--- src/rtl/perf_trig_pkg.sv ---
// perf_trig_pkg: shared state type and counter-slave address/data constants.
package perf_trig_pkg;
    typedef enum logic {IDLE = 1'b0, WRITE = 1'b1} state_e;
    localparam int MAX_SECTIONS = 4;
    localparam int STOP_OFS = 0;
    localparam int GO_OFS = 1;
    localparam int SECTION_STRIDE = 4;
    localparam logic [31:0] CLR_DATA = 32'h1;
endpackage

--- src/rtl/perf_trig_prio.sv ---
// perf_trig_prio: picks one pending request (clr, then stop, then go; lowest section first)
// and encodes its slave address and write data.
module perf_trig_prio
    import perf_trig_pkg::*;
#(
    parameter int N = MAX_SECTIONS
) (
    input  logic         clr_pend_i,
    input  logic [N-1:0] stop_pend_i,
    input  logic [N-1:0] go_pend_i,
    output logic         gnt_clr_o,
    output logic [N-1:0] gnt_stop_o,
    output logic [N-1:0] gnt_go_o,
    output logic [3:0]   addr_o,
    output logic [31:0]  data_o
);
    logic hit;
    always_comb begin
        gnt_clr_o = clr_pend_i;
        gnt_stop_o = '0;
        gnt_go_o = '0;
        addr_o = '0;
        data_o = clr_pend_i ? CLR_DATA : '0;
        hit = clr_pend_i;
        for (int i = 0; i < N; i++) begin
            if (!hit && stop_pend_i[i]) begin
                gnt_stop_o[i] = 1'b1;
                addr_o = 4'(i * SECTION_STRIDE + STOP_OFS);
                hit = 1'b1;
            end
        end
        for (int i = 0; i < N; i++) begin
            if (!hit && go_pend_i[i]) begin
                gnt_go_o[i] = 1'b1;
                addr_o = 4'(i * SECTION_STRIDE + GO_OFS);
                hit = 1'b1;
            end
        end
    end
endmodule

--- src/rtl/perf_event_trigger.sv ---
// perf_event_trigger: turns start/stop/clear event pulses into single-word writes to a
// counter control slave, queuing one request per bit and counting events lost to collisions.
module perf_event_trigger
    import perf_trig_pkg::*;
#(
    parameter int NUM_SECTIONS = 4,
    parameter int DROP_W = 16
) (
    input  logic                    clk,
    input  logic                    reset,
    input  logic                    enable,
    input  logic [NUM_SECTIONS-1:0] start_evt,
    input  logic [NUM_SECTIONS-1:0] stop_evt,
    input  logic                    clr_req,
    output logic [3:0]              avm_address,
    output logic                    avm_write,
    output logic                    avm_begintransfer,
    output logic [31:0]             avm_writedata,
    input  logic                    avm_waitrequest,
    output logic                    busy,
    output logic [DROP_W-1:0]       drop_count
);
    localparam int N = NUM_SECTIONS;
    localparam int SW = DROP_W + 4;

    state_e state_q, state_d;
    logic clr_q, clr_d, first_q;
    logic [N-1:0] go_q, go_d, stop_q, stop_d;
    logic [3:0] addr_q, addr_d;
    logic [31:0] data_q, data_d;
    logic [DROP_W-1:0] drop_q, drop_d;
    logic gnt_clr;
    logic [N-1:0] gnt_go, gnt_stop;
    logic [3:0] sel_addr;
    logic [31:0] sel_data;
    logic any_pend, sel, wipe, clr_keep, clr_drop;
    logic [N-1:0] ev_go, ev_stop, go_keep, stop_keep, go_drop, stop_drop;
    logic [SW-1:0] drop_sum, n_drop;

    perf_trig_prio #(.N(N)) u_prio (
        .clr_pend_i (clr_q),
        .stop_pend_i(stop_q),
        .go_pend_i  (go_q),
        .gnt_clr_o  (gnt_clr),
        .gnt_stop_o (gnt_stop),
        .gnt_go_o   (gnt_go),
        .addr_o     (sel_addr),
        .data_o     (sel_data)
    );

    assign any_pend = clr_q | (|go_q) | (|stop_q);
    assign sel = (state_q == IDLE) && any_pend;

    always_ff @(posedge clk or posedge reset) begin
        if (reset) state_q <= IDLE;
        else state_q <= state_d;
    end

    always_comb begin
        state_d = (state_q == IDLE) ? (any_pend ? WRITE : IDLE) : (avm_waitrequest ? WRITE : IDLE);
    end

    // A bit freed this edge (by selection or an accepted clear) takes a new event without a drop
    always_comb begin
        ev_go = enable ? start_evt : '0;
        ev_stop = enable ? stop_evt : '0;
        clr_keep = clr_q & ~(sel & gnt_clr);
        clr_drop = enable & clr_req & clr_keep;
        wipe = enable & clr_req & ~clr_keep;
        go_keep = wipe ? '0 : go_q & ~(sel ? gnt_go : '0);
        stop_keep = wipe ? '0 : stop_q & ~(sel ? gnt_stop : '0);
        go_drop = ev_go & go_keep;
        stop_drop = ev_stop & stop_keep;
        go_d = go_keep | ev_go;
        stop_d = stop_keep | ev_stop;
        clr_d = clr_keep | (enable & clr_req);
        addr_d = sel ? sel_addr : addr_q;
        data_d = sel ? sel_data : data_q;
        n_drop = SW'($countones({go_drop, stop_drop, clr_drop}));
        drop_sum = {4'b0, drop_q} + n_drop;
        drop_d = (|drop_sum[SW-1:DROP_W]) ? '1 : drop_sum[DROP_W-1:0];
    end

    always_ff @(posedge clk or posedge reset) begin
        if (reset) begin
            clr_q <= 1'b0;
            go_q <= '0;
            stop_q <= '0;
            addr_q <= '0;
            data_q <= '0;
            drop_q <= '0;
            first_q <= 1'b0;
        end else begin
            clr_q <= clr_d;
            go_q <= go_d;
            stop_q <= stop_d;
            addr_q <= addr_d;
            data_q <= data_d;
            drop_q <= drop_d;
            first_q <= sel;
        end
    end

    always_comb begin
        avm_write = state_q == WRITE;
        avm_begintransfer = first_q;
        busy = (state_q == WRITE) | any_pend;
    end

    assign avm_address = addr_q;
    assign avm_writedata = data_q;
    assign drop_count = drop_q;
endmodule

--- config.mk ---
export PLATFORM = sky130hd
export DESIGN_NAME = perf_event_trigger
export DESIGN_NICKNAME = d
export VERILOG_FILES = /design/src/rtl/perf_trig_pkg.sv /design/src/rtl/perf_trig_prio.sv /design/src/rtl/perf_event_trigger.sv
export SDC_FILE = /design/constraint.sdc
export NUM_CORES = 1
export LEC_CHECK = 0
export CAP_MARGIN = 10
export CORE_MARGIN = 2
export CORE_UTILIZATION = 50
export CTS_CLUSTER_SIZE = 16
export DETAILED_ROUTE_END_ITERATION = 8
export PLACE_DENSITY = 0.91
export SYNTH_ARGS = -nofsm -noshare
export SYNTH_HDL_FRONTEND = slang
export SYNTH_SLANG_ARGS = --single-unit
--- constraint.sdc ---
create_clock -name clk -period 12.4 [get_ports clk]
set_clock_uncertainty 0.1 [all_clocks]
set_input_delay 1.86 -clock clk [delete_from_list [all_inputs] [get_ports clk]]
set_output_delay 1.86 -clock clk [all_outputs]
set_load 0.005 [all_outputs]
==> flow_summary.html, run 1 <==
<table>
<tr><th>Metric</th><th>Value</th></tr>
<tr><th colspan="2">Outcome</th></tr>
<tr><td>Status</td><td>completed</td></tr>
<tr><th colspan="2">Place</th></tr>
<tr><td>Half-perimeter wire length of the detailed placement result</td><td>3173 um</td></tr>
<tr><td>Global placement routability congestion</td><td>approximately 0.95</td></tr>
<tr><td>Port Buffer Count</td><td>35</td></tr>
<tr><td>Post-Place Cells</td><td>291</td></tr>
<tr><th colspan="2">Yosys</th></tr>
<tr><td>Number of enable-type register cells in the synthesized netlist</td><td>0</td></tr>
<tr><td>Synth Area per Inst</td><td>about 9.9 sq um</td></tr>
<tr><td>Flip-flop cell with the highest count after synthesis</td><td>sky130_fd_sc_hd__dfrtp_1</td></tr>
<tr><td>Unique masters post-synth</td><td>50</td></tr>
<tr><td>Share of synthesized flip-flops with an asynchronous set or reset</td><td>100.0%</td></tr>
<tr><td>Netlist area before placement</td><td>2066 sq um</td></tr>
<tr><td>Number of synthesized register bits</td><td>31</td></tr>
<tr><td>Sequential share of the synthesized area</td><td>between 30% and 40%</td></tr>
<tr><td>Cells after Synth</td><td>between 200 and 250</td></tr>
<tr><td>Synthesis warning total</td><td>0</td></tr>
<tr><th colspan="2">Routing</th></tr>
<tr><td>Via count of the routed design</td><td>between 1.5k and 2k</td></tr>
<tr><td>Average routed wire per standard cell</td><td>13.81 um</td></tr>
<tr><td>Total Routed Length</td><td>between 4000 and 5000 um</td></tr>
<tr><td>Post-DRT Antenna Nets</td><td>0</td></tr>
<tr><td>Vias per std cell</td><td>around 5.4</td></tr>
<tr><td>Pre-antenna DRT Iters</td><td>4</td></tr>
<tr><td>DR DRC count</td><td>0</td></tr>
<tr><td>Count of routing violations after the opening detailed-route iteration</td><td>between 90 and 100</td></tr>
<tr><th colspan="2">STA</th></tr>
<tr><td>Fraction of the cycle the final worst path needs</td><td>between 40% and 50%</td></tr>
<tr><td>Relative max-transition margin</td><td>roughly three fifths</td></tr>
<tr><td>Final Hold Fails</td><td>0</td></tr>
<tr><td>Setup_tns</td><td>0 ps</td></tr>
<tr><td>Top achievable clock speed</td><td>between 150 and 200 MHz</td></tr>
<tr><td>Setup repair after global routing missed its margin</td><td>no</td></tr>
<tr><td>Number of max-slew violations in the final report</td><td>0</td></tr>
<tr><td>Total of endpoints with negative setup slack in the final report</td><td>0</td></tr>
<tr><td>Measured slew at the worst slew-check pin</td><td>between 500 and 600 ps</td></tr>
<tr><td>Final worst path period need</td><td>roughly 6000 ps</td></tr>
<tr><th colspan="2">Layout</th></tr>
<tr><td>Relative area change from synthesis to final layout</td><td>19.38%</td></tr>
<tr><td>Commonest non-fill, non-tap cells in the layout</td><td>35 x sky130_fd_sc_hd__clkdlybuf4s50_1, 32 x sky130_fd_sc_hd__conb_1, 31 x sky130_fd_sc_hd__dfrtp_1, 21 x sky130_fd_sc_hd__nand2_1, 14 x sky130_fd_sc_hd__o21ai_0</td></tr>
<tr><td>Seq. cell area</td><td>between 700 and 800 sq um</td></tr>
<tr><td>Share of post-route cells with drive strength above 1</td><td>under 10%</td></tr>
<tr><td>Final Net Count</td><td>between 200 and 300</td></tr>
<tr><td>Area taken by multi-input logic gates</td><td>1107 sq um</td></tr>
<tr><td>Antenna cells</td><td>0</td></tr>
<tr><td>Final cell utilization of the core</td><td>61.65%</td></tr>
<tr><td>Non-filler instance count after layout</td><td>299</td></tr>
<tr><td>Layout filler cell count</td><td>between 300 and 400</td></tr>
<tr><td>Most common library cell in the layout ignoring fill and taps</td><td>sky130_fd_sc_hd__clkdlybuf4s50_1</td></tr>
<tr><th colspan="2">Flow run</th></tr>
<tr><td>Number of violations of the max-capacitance limit</td><td>0</td></tr>
<tr><th colspan="2">CTS</th></tr>
<tr><td>PostCTS Resize Cnt</td><td>0</td></tr>
<tr><td>CTS tree</td><td>built</td></tr>
<tr><td>Clock slew at reported path FFs</td><td>roughly 70 ps</td></tr>
<tr><td>Root Driver</td><td>sky130_fd_sc_hd__clkbuf_8</td></tr>
<tr><td>Total setup buffers inserted after CTS</td><td>0</td></tr>
<tr><td>Clock sink count</td><td>31</td></tr>
<tr><td>Level count of the clock H-tree</td><td>2</td></tr>
<tr><td>Clock latency on the worst-skew pair</td><td>about 280 ps</td></tr>
<tr><td>Inserted Clock Buffers</td><td>5</td></tr>
<tr><td>Post-CTS Hold Fix Bufs</td><td>0</td></tr>
<tr><td>CTS max path bufs</td><td>2</td></tr>
<tr><th colspan="2">Setup path</th></tr>
<tr><td>Type of the worst setup path</td><td>in2reg</td></tr>
<tr><td>Worst Setup EP</td><td>drop_count[7]</td></tr>
<tr><td>Register-to-Register Path Depth</td><td>14</td></tr>
<tr><td>Required time of the critical path</td><td>roughly 12000 ps</td></tr>
<tr><td>Worst setup startpoint</td><td>enable</td></tr>
<tr><td>Register-to-register setup slack</td><td>a little under 8000 ps</td></tr>
<tr><td>Data arrival, critical path</td><td>between 6000 and 7000 ps</td></tr>
<tr><td>Top fanout value on the critical path</td><td>13</td></tr>
<tr><td>Worst flop-to-flop path endpoint</td><td>drop_count[7]</td></tr>
<tr><td>Element type at the critical path end</td><td>register</td></tr>
<tr><td>Type of element launching the critical path</td><td>primary input</td></tr>
<tr><td>Crit Reg-Reg Startpoint</td><td>avm_write</td></tr>
<tr><th colspan="2">GRT</th></tr>
<tr><td>Total gr overflow</td><td>0</td></tr>
<tr><td>First-pass GRT wire length</td><td>just over 7000 um</td></tr>
<tr><td>Global routing met3 resource utilization</td><td>between 6 and 7%</td></tr>
<tr><td>GR met1 Demand/Resource</td><td>between 20% and 30%</td></tr>
<tr><td>Met2 capacity usage during global routing</td><td>roughly a third</td></tr>
<tr><td>Global-route layer with the greatest usage</td><td>met2</td></tr>
<tr><td>Combined global-route utilization of all metal layers</td><td>between 20% and 30%</td></tr>
<tr><td>Via count of the first global-routing pass</td><td>~1.6k</td></tr>
<tr><td>Initial antenna violation count</td><td>0</td></tr>
<tr><td>Maximum number of pins on one net before global-route repair</td><td>32</td></tr>
<tr><th colspan="2">Pwr</th></tr>
<tr><td>Sequential cell fraction of total power</td><td>between 30% and 40%</td></tr>
<tr><td>Combinational fraction of design power</td><td>around 36%</td></tr>
<tr><td>Sw Ratio</td><td>approximately 34%</td></tr>
<tr><td>Net switching power of the design</td><td>131.4 uW</td></tr>
<tr><td>Power density normalized to cell area</td><td>approximately 160 nW/um^2</td></tr>
<tr><td>Leakage power</td><td>between 1 and 1.5 nW</td></tr>
<tr><td>Maximum resistive drop on vdd</td><td>0.1337 mV</td></tr>
<tr><td>Part of the power in the clock network</td><td>a little over a quarter</td></tr>
<tr><td>Internal cell power</td><td>258.5 uW</td></tr>
<tr><th colspan="2">Die</th></tr>
<tr><td>Number of rows in the core area</td><td>23</td></tr>
<tr><td>Die Span X</td><td>68.28 um</td></tr>
<tr><td>Number of top-level design ports</td><td>around 70</td></tr>
<tr><td>Die area</td><td>about 4700 sq um</td></tr>
<tr><td>Area of the core region</td><td>~4000 sq um</td></tr>
<tr><td>Die Y-Extent</td><td>between 60 and 70 um</td></tr>
<tr><td>Effective utilization at floorplan</td><td>51.64%</td></tr>
<tr><th colspan="2">Worst hold path</th></tr>
<tr><td>Kind of path behind the tightest hold check</td><td>reg2reg</td></tr>
</table>
==> state kept, by name (all words and copies together) (netlist names) <==
name / flops
avm_write: 1
go_q: 4
avm_address: 3
avm_begintransfer: 1
avm_writedata: 1
clr_q: 1
stop_q: 4
drop_count: 16
==> per-stage QoR <==
| stage | worst slack, ps | area [sq um] | power [mW] | hold WS [ps] |
|---|---|---|---|---|
| finish | 6291 | 2466 | 0.3899 | 424.9 |
| global route | 5977 | 2466 | 0.4216 | 447.7 |
| CTS | 6310 | 2466 | 0.3954 | 424.2 |
| detailed placement | 5982 | 2349 | 0.2901 | 408.3 |
| global placement | 6116 | 2349 | 0.2832 | 399.7 |
| floorplan | 7158 | 2182 | 0.2380 | 406.6 |
==> power groups by stage <==
| stage | logic [mW] | registers [mW] | clock network [mW] |
|---|---|---|---|
| finish | 0.141 | 0.146 | 0.103 |
| detailed placement | 0.143 | 0.147 | 0 |
| global placement | 0.137 | 0.146 | 0 |
| global route | 0.162 | 0.150 | 0.110 |
| CTS | 0.144 | 0.146 | 0.106 |
| floorplan | 0.0943 | 0.144 | 0 |
==> layout make-up <==
class | count | share of cell area [%]
multi-input cells | 162 | 44.90
flip-flops and latches | 31 | 31.46
inverters | 12 | 1.826
repair buffers | 36 | 14.51
clock buffers | 6 | 3.349
clock inverters | 2 | 1.421
well taps | 50 | 2.537
==> synth_stat cells, types with 2 or more instances <==
cell                         n  share of area (%)
sky130_fd_sc_hd__a21oi_1     5                1.2
sky130_fd_sc_hd__and3_1      5                1.5
sky130_fd_sc_hd__o21ai_0    14                3.4
sky130_fd_sc_hd__nor2_1      8                1.5
sky130_fd_sc_hd__o2111ai_1   2               0.85
sky130_fd_sc_hd__mux2_4      2                1.5
sky130_fd_sc_hd__dfrtp_1    31                 38
sky130_fd_sc_hd__a31oi_1     4                1.2
sky130_fd_sc_hd__buf_4      32                 12
sky130_fd_sc_hd__buf_2       2               0.48
sky130_fd_sc_hd__a32o_1      3                1.5
sky130_fd_sc_hd__nand3_1    11                2.7
sky130_fd_sc_hd__a21o_1      2               0.73
sky130_fd_sc_hd__xnor2_1     5                2.1
sky130_fd_sc_hd__and4_1      4                1.7
sky130_fd_sc_hd__ha_1        6                3.6
sky130_fd_sc_hd__nand2_1    21                3.8
sky130_fd_sc_hd__fa_1        6                5.8
sky130_fd_sc_hd__nand2b_1    2               0.61
sky130_fd_sc_hd__mux2_1      2                1.1
sky130_fd_sc_hd__inv_1      12                2.2
sky130_fd_sc_hd__a211oi_1    2               0.73
==> worst min path at each step <==
stage                                 from  cells past startpoint               end  slack (ps)
after floorplan             avm_address[3]                      1    avm_address[3]         410
after global placement      avm_address[3]                      1    avm_address[3]         400
after detailed placement    avm_address[3]                      1    avm_address[3]         410
after CTS                   avm_address[3]                      1    avm_address[3]         420
after global routing      avm_writedata[0]                      1  avm_writedata[0]         450
final                       avm_address[3]                      1    avm_address[3]         420
==> per-layer routing <==
metal / part of all wire, % / vias up
li1: - / 753
met1: 40 / 767
met2: 50 / 73
met3: 8.1 / 11
met4: 1.9 / 0
met5: 0 / -
==> critical path: stages <==
cell and delay, ps:
sky130_fd_sc_hd__clkdlybuf4s50_1 730, sky130_fd_sc_hd__nand3_1 260, sky130_fd_sc_hd__o311a_1 220, sky130_fd_sc_hd__nand3_1 120, sky130_fd_sc_hd__fa_1 440, sky130_fd_sc_hd__fa_1 500
sky130_fd_sc_hd__inv_1 60, sky130_fd_sc_hd__fa_1 470, sky130_fd_sc_hd__ha_1 260, sky130_fd_sc_hd__fa_1 410, sky130_fd_sc_hd__nand3_1 170, sky130_fd_sc_hd__a21oi_2 110
sky130_fd_sc_hd__nand3_1 370, sky130_fd_sc_hd__o21ai_0 160
==> kinds of logic after synthesis <==
logic type / synth area share [%]
compound gates: 16.35
xor+xnor: 2.120
fa+ha+maj: 9.449
buf+inv: 14.48
flops: 37.55
mux: 2.544
other cells: 0.1815
simple gates: 17.32
No activity file was read; power rests on OpenSTA's default activity.
==> inputs of run 2 (changes only) <==
--- a/config.mk
+++ b/config.mk
@@ -7,10 +7,10 @@
 export LEC_CHECK = 0
 export CAP_MARGIN = 10
 export CORE_MARGIN = 2
-export CORE_UTILIZATION = 50
+export CORE_UTILIZATION = 46
 export CTS_CLUSTER_SIZE = 16
 export DETAILED_ROUTE_END_ITERATION = 8
-export PLACE_DENSITY = 0.91
+export PLACE_DENSITY = 0.85
 export SYNTH_ARGS = -nofsm -noshare
 export SYNTH_HDL_FRONTEND = slang
 export SYNTH_SLANG_ARGS = --single-unit
==> constraint.sdc (replaced) <==
create_clock -name clk -period 6.2 [get_ports clk]
set_clock_uncertainty 0.1 [all_clocks]
set_input_delay 0.93 -clock clk [delete_from_list [all_inputs] [get_ports clk]]
set_output_delay 0.93 -clock clk [all_outputs]
set_load 0.005 [all_outputs]
==> run 2 against run 1 <==
Effect of this change:
- flip-flop and latch count did not move
- non-clock buffer count is the same
- via count stayed put
- hold slack worse by 12 ps
- setup slack worse by 5300 ps
- critical endpoint is now drop_count[13]
- design area decreased by 1.4%
- critical path depth fell by 1
- first-iteration DRC count is 92% higher
- wire length shrank 0.78%
- utilization is 5.8 points lower
- largest power group unchanged
- combinational power increased by 99%
- clock power is 45% higher
==> flow_summary.html, run 2 (same netlist as run 1, synthesis figures left out) <==
<table>
<tr><th>Metric</th><th>Value</th></tr>
<tr><th colspan="2">GRT</th></tr>
<tr><td>Combined global-route utilization of all metal layers</td><td>16.79%</td></tr>
<tr><td>First-pass GRT wire length</td><td>between 6000 and 7000 um</td></tr>
<tr><td>Via count of the first global-routing pass</td><td>approximately 1.5k</td></tr>
<tr><td>Initial antenna violation count</td><td>0</td></tr>
<tr><td>Maximum number of pins on one net before global-route repair</td><td>32</td></tr>
<tr><td>Total gr overflow</td><td>0</td></tr>
<tr><th colspan="2">Setup path</th></tr>
<tr><td>Worst flop-to-flop path endpoint</td><td>drop_count[13]</td></tr>
<tr><td>Element type at the critical path end</td><td>register</td></tr>
<tr><td>Maximum single-stage delay on the critical path</td><td>approximately 750 ps</td></tr>
<tr><td>Type of element launching the critical path</td><td>primary input</td></tr>
<tr><td>Top fanout value on the critical path</td><td>13</td></tr>
<tr><td>Worst setup startpoint</td><td>enable</td></tr>
<tr><td>Type of the worst setup path</td><td>in2reg</td></tr>
<tr><td>Required time of the critical path</td><td>6230 ps</td></tr>
<tr><td>Cell repeated most along the worst path</td><td>sky130_fd_sc_hd__fa_1</td></tr>
<tr><td>Register-to-Register Path Depth</td><td>14</td></tr>
<tr><td>Critical path cell sequence</td><td>clkdlybuf4s50_1 &gt; a21boi_2 &gt; nand4_1 &gt; fa_1 &gt; fa_1 &gt; inv_1 &gt; fa_1 &gt; ha_1 &gt; fa_1 &gt; nand3_1 &gt; a21oi_2 &gt; nand3_1 &gt; o21ai_0</td></tr>
<tr><td>Data arrival, critical path</td><td>about 5300 ps</td></tr>
<tr><td>Crit-path slowest cell</td><td>sky130_fd_sc_hd__clkdlybuf4s50_1</td></tr>
<tr><td>Crit Reg-Reg Startpoint</td><td>avm_write</td></tr>
<tr><td>Register-to-register setup slack</td><td>approximately 1500 ps</td></tr>
<tr><th colspan="2">STA</th></tr>
<tr><td>Top achievable clock speed</td><td>roughly 190 MHz</td></tr>
<tr><td>Relative max-transition margin</td><td>between 60 and 70%</td></tr>
<tr><td>Setup repair after global routing missed its margin</td><td>no</td></tr>
<tr><td>Measured slew at the worst slew-check pin</td><td>around 540 ps</td></tr>
<tr><td>Post-route worst hold slack</td><td>just over 400 ps</td></tr>
<tr><td>Final worst path period need</td><td>between 5000 and 6000 ps</td></tr>
<tr><td>Setup_tns</td><td>0 ps</td></tr>
<tr><td>Number of max-slew violations in the final report</td><td>0</td></tr>
<tr><td>Final Hold Fails</td><td>0</td></tr>
<tr><td>Final setup slack of the worst path</td><td>~950 ps</td></tr>
<tr><td>Total of endpoints with negative setup slack in the final report</td><td>0</td></tr>
<tr><td>Fraction of the cycle the final worst path needs</td><td>a little over four fifths</td></tr>
<tr><th colspan="2">Outcome</th></tr>
<tr><td>Status</td><td>completed</td></tr>
<tr><th colspan="2">CTS</th></tr>
<tr><td>Level count of the clock H-tree</td><td>2</td></tr>
<tr><td>PostCTS Resize Cnt</td><td>0</td></tr>
<tr><td>Root Driver</td><td>sky130_fd_sc_hd__clkbuf_8</td></tr>
<tr><td>Clock slew at reported path FFs</td><td>around 60 ps</td></tr>
<tr><td>Inserted Clock Buffers</td><td>5</td></tr>
<tr><td>Clock latency on the worst-skew pair</td><td>around 280 ps</td></tr>
<tr><td>Post-CTS Hold Fix Bufs</td><td>0</td></tr>
<tr><td>CTS max path bufs</td><td>2</td></tr>
<tr><td>Total setup buffers inserted after CTS</td><td>0</td></tr>
<tr><td>Clock sink count</td><td>31</td></tr>
<tr><td>CTS tree</td><td>built</td></tr>
<tr><th colspan="2">Layout</th></tr>
<tr><td>Relative area change from synthesis to final layout</td><td>17.75%</td></tr>
<tr><td>Share of post-route cells with drive strength above 1</td><td>8.032%</td></tr>
<tr><td>Final Net Count</td><td>273</td></tr>
<tr><td>Design area</td><td>2432 sq um</td></tr>
<tr><td>Most common library cell in the layout ignoring fill and taps</td><td>sky130_fd_sc_hd__clkdlybuf4s50_1</td></tr>
<tr><td>Commonest non-fill, non-tap cells in the layout</td><td>35 x sky130_fd_sc_hd__clkdlybuf4s50_1, 32 x sky130_fd_sc_hd__conb_1, 31 x sky130_fd_sc_hd__dfrtp_1, 21 x sky130_fd_sc_hd__nand2_1, 14 x sky130_fd_sc_hd__o21ai_0</td></tr>
<tr><td>Antenna cells</td><td>0</td></tr>
<tr><td>Number of flip-flops under the largest register name</td><td>16</td></tr>
<tr><th colspan="2">Routing</th></tr>
<tr><td>Count of routing violations after the opening detailed-route iteration</td><td>~180</td></tr>
<tr><td>Average routed wire per standard cell</td><td>roughly 14 um</td></tr>
<tr><td>Post-DRT Antenna Nets</td><td>0</td></tr>
<tr><td>DR DRC count</td><td>0</td></tr>
<tr><td>Pre-antenna DRT Iters</td><td>4</td></tr>
<tr><td>Via count of the routed design</td><td>1604</td></tr>
<tr><td>Total Routed Length</td><td>~4000 um</td></tr>
<tr><td>Vias per std cell</td><td>about 5.3</td></tr>
<tr><th colspan="2">Worst hold path</th></tr>
<tr><td>Critical hold path startpoint</td><td>avm_writedata[0]</td></tr>
<tr><td>Kind of path behind the tightest hold check</td><td>reg2reg</td></tr>
<tr><td>Hold path cells</td><td>1</td></tr>
<tr><td>End point of the most critical hold path</td><td>avm_writedata[0]</td></tr>
<tr><th colspan="2">Pwr</th></tr>
<tr><td>Sw Ratio</td><td>35.33%</td></tr>
<tr><td>Combinational fraction of design power</td><td>38.9%</td></tr>
<tr><td>Net switching power of the design</td><td>approximately 250 uW</td></tr>
<tr><td>Total Power Consumption</td><td>720.1 uW</td></tr>
<tr><td>Power density normalized to cell area</td><td>~300 nW/um^2</td></tr>
<tr><td>Leakage power</td><td>approximately 1.1 nW</td></tr>
<tr><td>Maximum resistive drop on vdd</td><td>between 0.2 and 0.25 mV</td></tr>
<tr><td>Part of the power in the clock network</td><td>20.6%</td></tr>
<tr><td>Sequential cell fraction of total power</td><td>around two fifths</td></tr>
<tr><td>Internal cell power</td><td>between 400 and 500 uW</td></tr>
<tr><th colspan="2">Die</th></tr>
<tr><td>Area of the core region</td><td>approximately 4400 sq um</td></tr>
<tr><td>Die area</td><td>around 5000 sq um</td></tr>
<tr><td>Effective utilization at floorplan</td><td>between 40% and 50%</td></tr>
<tr><td>Number of top-level design ports</td><td>68</td></tr>
<tr><td>Die Y-Extent</td><td>~70 um</td></tr>
<tr><td>Number of rows in the core area</td><td>24</td></tr>
<tr><td>Die Span X</td><td>just over 70 um</td></tr>
<tr><th colspan="2">Place</th></tr>
<tr><td>Post-Place Setup Slack</td><td>685.1 ps</td></tr>
<tr><td>Half-perimeter wire length of the detailed placement result</td><td>between 3000 and 4000 um</td></tr>
<tr><td>Post-DP Area</td><td>between 2000 and 2500 sq um</td></tr>
<tr><td>Port Buffer Count</td><td>35</td></tr>
<tr><td>Global placement routability congestion</td><td>0.9260</td></tr>
<tr><th colspan="2">Flow run</th></tr>
<tr><td>Number of violations of the max-capacitance limit</td><td>0</td></tr>
</table>
-- run 2: power groups by stage --
stage / clock, mW / combinational [mW] / sequential [mW]
finish: 0.149 / 0.280 / 0.292
global route: 0.165 / 0.322 / 0.297
CTS: 0.154 / 0.284 / 0.291
detailed placement: 0 / 0.281 / 0.295
global placement: 0 / 0.274 / 0.294
floorplan: 0 / 0.189 / 0.287
-- run 2: routing by layer --
layer	share of wire, %	global-route usage [%]
met1	42	21.30
met2	50	28.25
met3	6.9	4.843
met4	1.1	4.403
met5	0	0
-- run 2: per-stage QoR --
| step | util [%] | std cells |
|---|---|---|
| after floorplan | - | 240 |
| after global placement | 53.99 | 293 |
| after detailed placement | 53.99 | 293 |
| after CTS | 55.86 | 301 |
| after global routing | 55.86 | 301 |
| final | 55.86 | 301 |
-- run 2: how the worst max path moves through the flow --
stage,depth (start not counted),end
final,13,drop_count[13]
after global routing,13,drop_count[3]
after CTS,13,drop_count[13]
after detailed placement,13,drop_count[13]
after global placement,13,drop_count[3]
after floorplan,12,drop_count[14]
-- run 2: worst max-delay path, delay by kind of cell --
kind                     cells  cell delay [ps]
buffers and inverters        2              800
AO/OA/AOI/OAI                3              630
AND/OR/NAND/NOR              3              760
adder cells (fa/ha/maj)      5             2160
-- run 2: area by class of cell --
class | count | area, sq um
inverters | 12 | 45.04
fillers | 397 | 1922
well taps | 52 | 65.06
flip-flops and latches | 31 | 775.7
multi-input cells | 162 | 1107
clock inverters | 1 | 5.005
clock buffers | 7 | 76.32
repair buffers | 36 | 357.8
==> inputs of run 3 (changes only) <==
==> constraint.sdc (replaced) <==
create_clock -name clk -period 5.2 [get_ports clk]
set_clock_uncertainty 0.1 [all_clocks]
set_input_delay 0.78 -clock clk [delete_from_list [all_inputs] [get_ports clk]]
set_output_delay 0.78 -clock clk [all_outputs]
set_load 0.005 [all_outputs]
==> run 3 against run 2 <==
Effect of this change:
- combinational power increased by 20%
- flip-flop and latch count stayed put
- first-iteration DRC count fell by 31%
- via count down 2.1%
- sequential share of layout area down 0.20 points
- global-route usage up 0.67 points
- power rose by 20%
- wire length increased by 0.78%
- highest routed layer unchanged
==> flow_summary.html, run 3 (same netlist as run 1, synthesis figures left out) <==
<table>
<tr><th>Metric</th><th>Value</th></tr>
<tr><th colspan="2">Outcome</th></tr>
<tr><td>Status</td><td>completed</td></tr>
<tr><th colspan="2">Setup path</th></tr>
<tr><td>Crit Reg-Reg Startpoint</td><td>stop_q[1]</td></tr>
<tr><td>Register-to-Register Path Depth</td><td>15</td></tr>
<tr><td>Worst flop-to-flop path endpoint</td><td>drop_count[7]</td></tr>
<tr><td>Top fanout value on the critical path</td><td>13</td></tr>
<tr><td>Element type at the critical path end</td><td>register</td></tr>
<tr><td>Required time of the critical path</td><td>~5200 ps</td></tr>
<tr><td>Data arrival, critical path</td><td>about 4900 ps</td></tr>
<tr><td>Type of element launching the critical path</td><td>primary input</td></tr>
<tr><td>Type of the worst setup path</td><td>in2reg</td></tr>
<tr><td>Register-to-register setup slack</td><td>500 ps</td></tr>
<tr><th colspan="2">STA</th></tr>
<tr><td>Setup_tns</td><td>0 ps</td></tr>
<tr><td>Final Hold Fails</td><td>0</td></tr>
<tr><td>Final worst path period need</td><td>between 4000 and 5000 ps</td></tr>
<tr><td>Total of endpoints with negative setup slack in the final report</td><td>0</td></tr>
<tr><td>Number of max-slew violations in the final report</td><td>0</td></tr>
<tr><td>Final setup slack of the worst path</td><td>281.3 ps</td></tr>
<tr><td>Relative max-transition margin</td><td>about 64%</td></tr>
<tr><td>Fraction of the cycle the final worst path needs</td><td>94.59%</td></tr>
<tr><td>Top achievable clock speed</td><td>just over 200 MHz</td></tr>
<tr><td>Measured slew at the worst slew-check pin</td><td>around 530 ps</td></tr>
<tr><td>Setup repair after global routing missed its margin</td><td>no</td></tr>
<tr><th colspan="2">Flow run</th></tr>
<tr><td>Number of violations of the max-capacitance limit</td><td>0</td></tr>
<tr><th colspan="2">GRT</th></tr>
<tr><td>Combined global-route utilization of all metal layers</td><td>between 10% and 20%</td></tr>
<tr><td>Initial antenna violation count</td><td>0</td></tr>
<tr><td>Total gr overflow</td><td>0</td></tr>
<tr><td>Via count of the first global-routing pass</td><td>approximately 1.5k</td></tr>
<tr><td>First-pass GRT wire length</td><td>roughly 7000 um</td></tr>
<tr><td>Maximum number of pins on one net before global-route repair</td><td>32</td></tr>
<tr><th colspan="2">Worst hold path</th></tr>
<tr><td>End point of the most critical hold path</td><td>avm_address[3]</td></tr>
<tr><td>Critical hold path startpoint</td><td>avm_address[3]</td></tr>
<tr><td>Hold path cells</td><td>1</td></tr>
<tr><td>Kind of path behind the tightest hold check</td><td>reg2reg</td></tr>
<tr><th colspan="2">CTS</th></tr>
<tr><td>Clock sink count</td><td>31</td></tr>
<tr><td>Root Driver</td><td>sky130_fd_sc_hd__clkbuf_8</td></tr>
<tr><td>Clock slew at reported path FFs</td><td>about 70 ps</td></tr>
<tr><td>CTS max path bufs</td><td>2</td></tr>
<tr><td>Clock latency on the worst-skew pair</td><td>about 280 ps</td></tr>
<tr><td>Post-CTS Hold Fix Bufs</td><td>0</td></tr>
<tr><td>Total setup buffers inserted after CTS</td><td>0</td></tr>
<tr><td>Level count of the clock H-tree</td><td>2</td></tr>
<tr><td>PostCTS Resize Cnt</td><td>0</td></tr>
<tr><td>CTS tree</td><td>built</td></tr>
<tr><td>Inserted Clock Buffers</td><td>5</td></tr>
<tr><th colspan="2">Routing</th></tr>
<tr><td>Vias per std cell</td><td>approximately 5.2</td></tr>
<tr><td>DR DRC count</td><td>0</td></tr>
<tr><td>Count of routing violations after the opening detailed-route iteration</td><td>roughly 130</td></tr>
<tr><td>Via count of the routed design</td><td>1571</td></tr>
<tr><td>Total Routed Length</td><td>between 4000 and 5000 um</td></tr>
<tr><td>Average routed wire per standard cell</td><td>roughly 14 um</td></tr>
<tr><td>Pre-antenna DRT Iters</td><td>4</td></tr>
<tr><td>Post-DRT Antenna Nets</td><td>0</td></tr>
<tr><th colspan="2">Layout</th></tr>
<tr><td>Number of flip-flops under the largest register name</td><td>16</td></tr>
<tr><td>Final cell utilization of the core</td><td>56.21%</td></tr>
<tr><td>Commonest non-fill, non-tap cells in the layout</td><td>35 x sky130_fd_sc_hd__clkdlybuf4s50_1, 32 x sky130_fd_sc_hd__conb_1, 31 x sky130_fd_sc_hd__dfrtp_1, 21 x sky130_fd_sc_hd__nand2_1, 14 x sky130_fd_sc_hd__o21ai_0</td></tr>
<tr><td>Relative area change from synthesis to final layout</td><td>18.47%</td></tr>
<tr><td>Antenna cells</td><td>0</td></tr>
<tr><td>Layout filler cell count</td><td>408</td></tr>
<tr><td>Final Net Count</td><td>approximately 280</td></tr>
<tr><td>Most common library cell in the layout ignoring fill and taps</td><td>sky130_fd_sc_hd__clkdlybuf4s50_1</td></tr>
<tr><td>Design area</td><td>2447 sq um</td></tr>
<tr><td>Share of post-route cells with drive strength above 1</td><td>8.765%</td></tr>
<tr><th colspan="2">Die</th></tr>
<tr><td>Number of top-level design ports</td><td>68</td></tr>
<tr><td>Number of rows in the core area</td><td>24</td></tr>
<tr><td>Effective utilization at floorplan</td><td>a little under half</td></tr>
<tr><td>Die area</td><td>a little over 5000 sq um</td></tr>
<tr><td>Die Y-Extent</td><td>71.01 um</td></tr>
<tr><td>Die Span X</td><td>about 71 um</td></tr>
<tr><td>Area of the core region</td><td>between 4000 and 5000 sq um</td></tr>
<tr><th colspan="2">Pwr</th></tr>
<tr><td>Leakage power</td><td>between 1 and 1.5 nW</td></tr>
<tr><td>Power density normalized to cell area</td><td>~350 nW/um^2</td></tr>
<tr><td>Maximum resistive drop on vdd</td><td>between 0.2 and 0.25 mV</td></tr>
<tr><th colspan="2">Place</th></tr>
<tr><td>Post-DP Area</td><td>~2400 sq um</td></tr>
<tr><td>Global placement routability congestion</td><td>0.8867</td></tr>
<tr><td>Post-Place Setup Slack</td><td>between 30 and 40 ps</td></tr>
<tr><td>Half-perimeter wire length of the detailed placement result</td><td>approximately 3100 um</td></tr>
<tr><td>Port Buffer Count</td><td>35</td></tr>
</table>
run 3: changes by cell type in the layout (fill, tap and decap cells not counted):
cell,before,now
sky130_fd_sc_hd__buf_4,1,3
run 3: worst max-delay path by stage:
stage | from | end | slack (ps) | depth (start not counted)
finish | enable | drop_count[7] | 280 | 13
global placement | enable | drop_count[3] | 190 | 13
detailed placement | enable | drop_count[3] | 30 | 13
floorplan | avm_write | drop_count[14] | 1030 | 16
global route | enable | drop_count[3] | 30 | 13
CTS | enable | drop_count[3] | 320 | 13
run 3: metrics by stage:
stage | power [mW] | cells | hold WS, ps
global route | 0.9394 | 303 | 436.5
finish | 0.8634 | 303 | 416.8
CTS | 0.8724 | 303 | 416.9
detailed placement | 0.6865 | 295 | 401.3
global placement | 0.6772 | 295 | 396.7
floorplan | 0.5676 | 240 | 406.6
run 3: power breakdown:
part	total, mW	switching [mW]	leakage (nW)	internal [mW]
combinational	0.335	0.161	0.683	0.173
clock	0.181	0.0876	0.0422	0.0938
sequential	0.348	0.0588	0.383	0.289
total	0.863	0.308	1.11	0.556
run 3: layout make-up:
class	count	area (sq um)	area share, %
Tap cell	52	65.06	2.658
Multi-Input combinational cell	162	1107	45.25
Clock buffer	7	76.32	3.119
Sequential cell	31	775.7	31.70
Clock inverter	1	5.005	0.2045
Timing Repair Buffer	38	372.9	15.24
Inverter	12	45.04	1.840
run 3: per-layer routing:
layer	vias to the layer above	track usage, %	share of wire (%)
met3	10	5.128	6.1
met1	750	21.89	42
met5	-	0	0
met2	57	28.66	50
li1	754	-	-
met4	0	6.499	1.7
run 3: critical path, stage by stage:
cell,delay (ps)
sky130_fd_sc_hd__clkdlybuf4s50_1,570
sky130_fd_sc_hd__a21boi_2,310
sky130_fd_sc_hd__nand4b_1,180
sky130_fd_sc_hd__fa_1,510
sky130_fd_sc_hd__fa_1,490
sky130_fd_sc_hd__inv_1,50
sky130_fd_sc_hd__fa_1,470
sky130_fd_sc_hd__ha_1,260
sky130_fd_sc_hd__fa_1,410
sky130_fd_sc_hd__nand3_1,180
sky130_fd_sc_hd__a21oi_2,120
sky130_fd_sc_hd__nand3_1,400
sky130_fd_sc_hd__o21ai_0,190
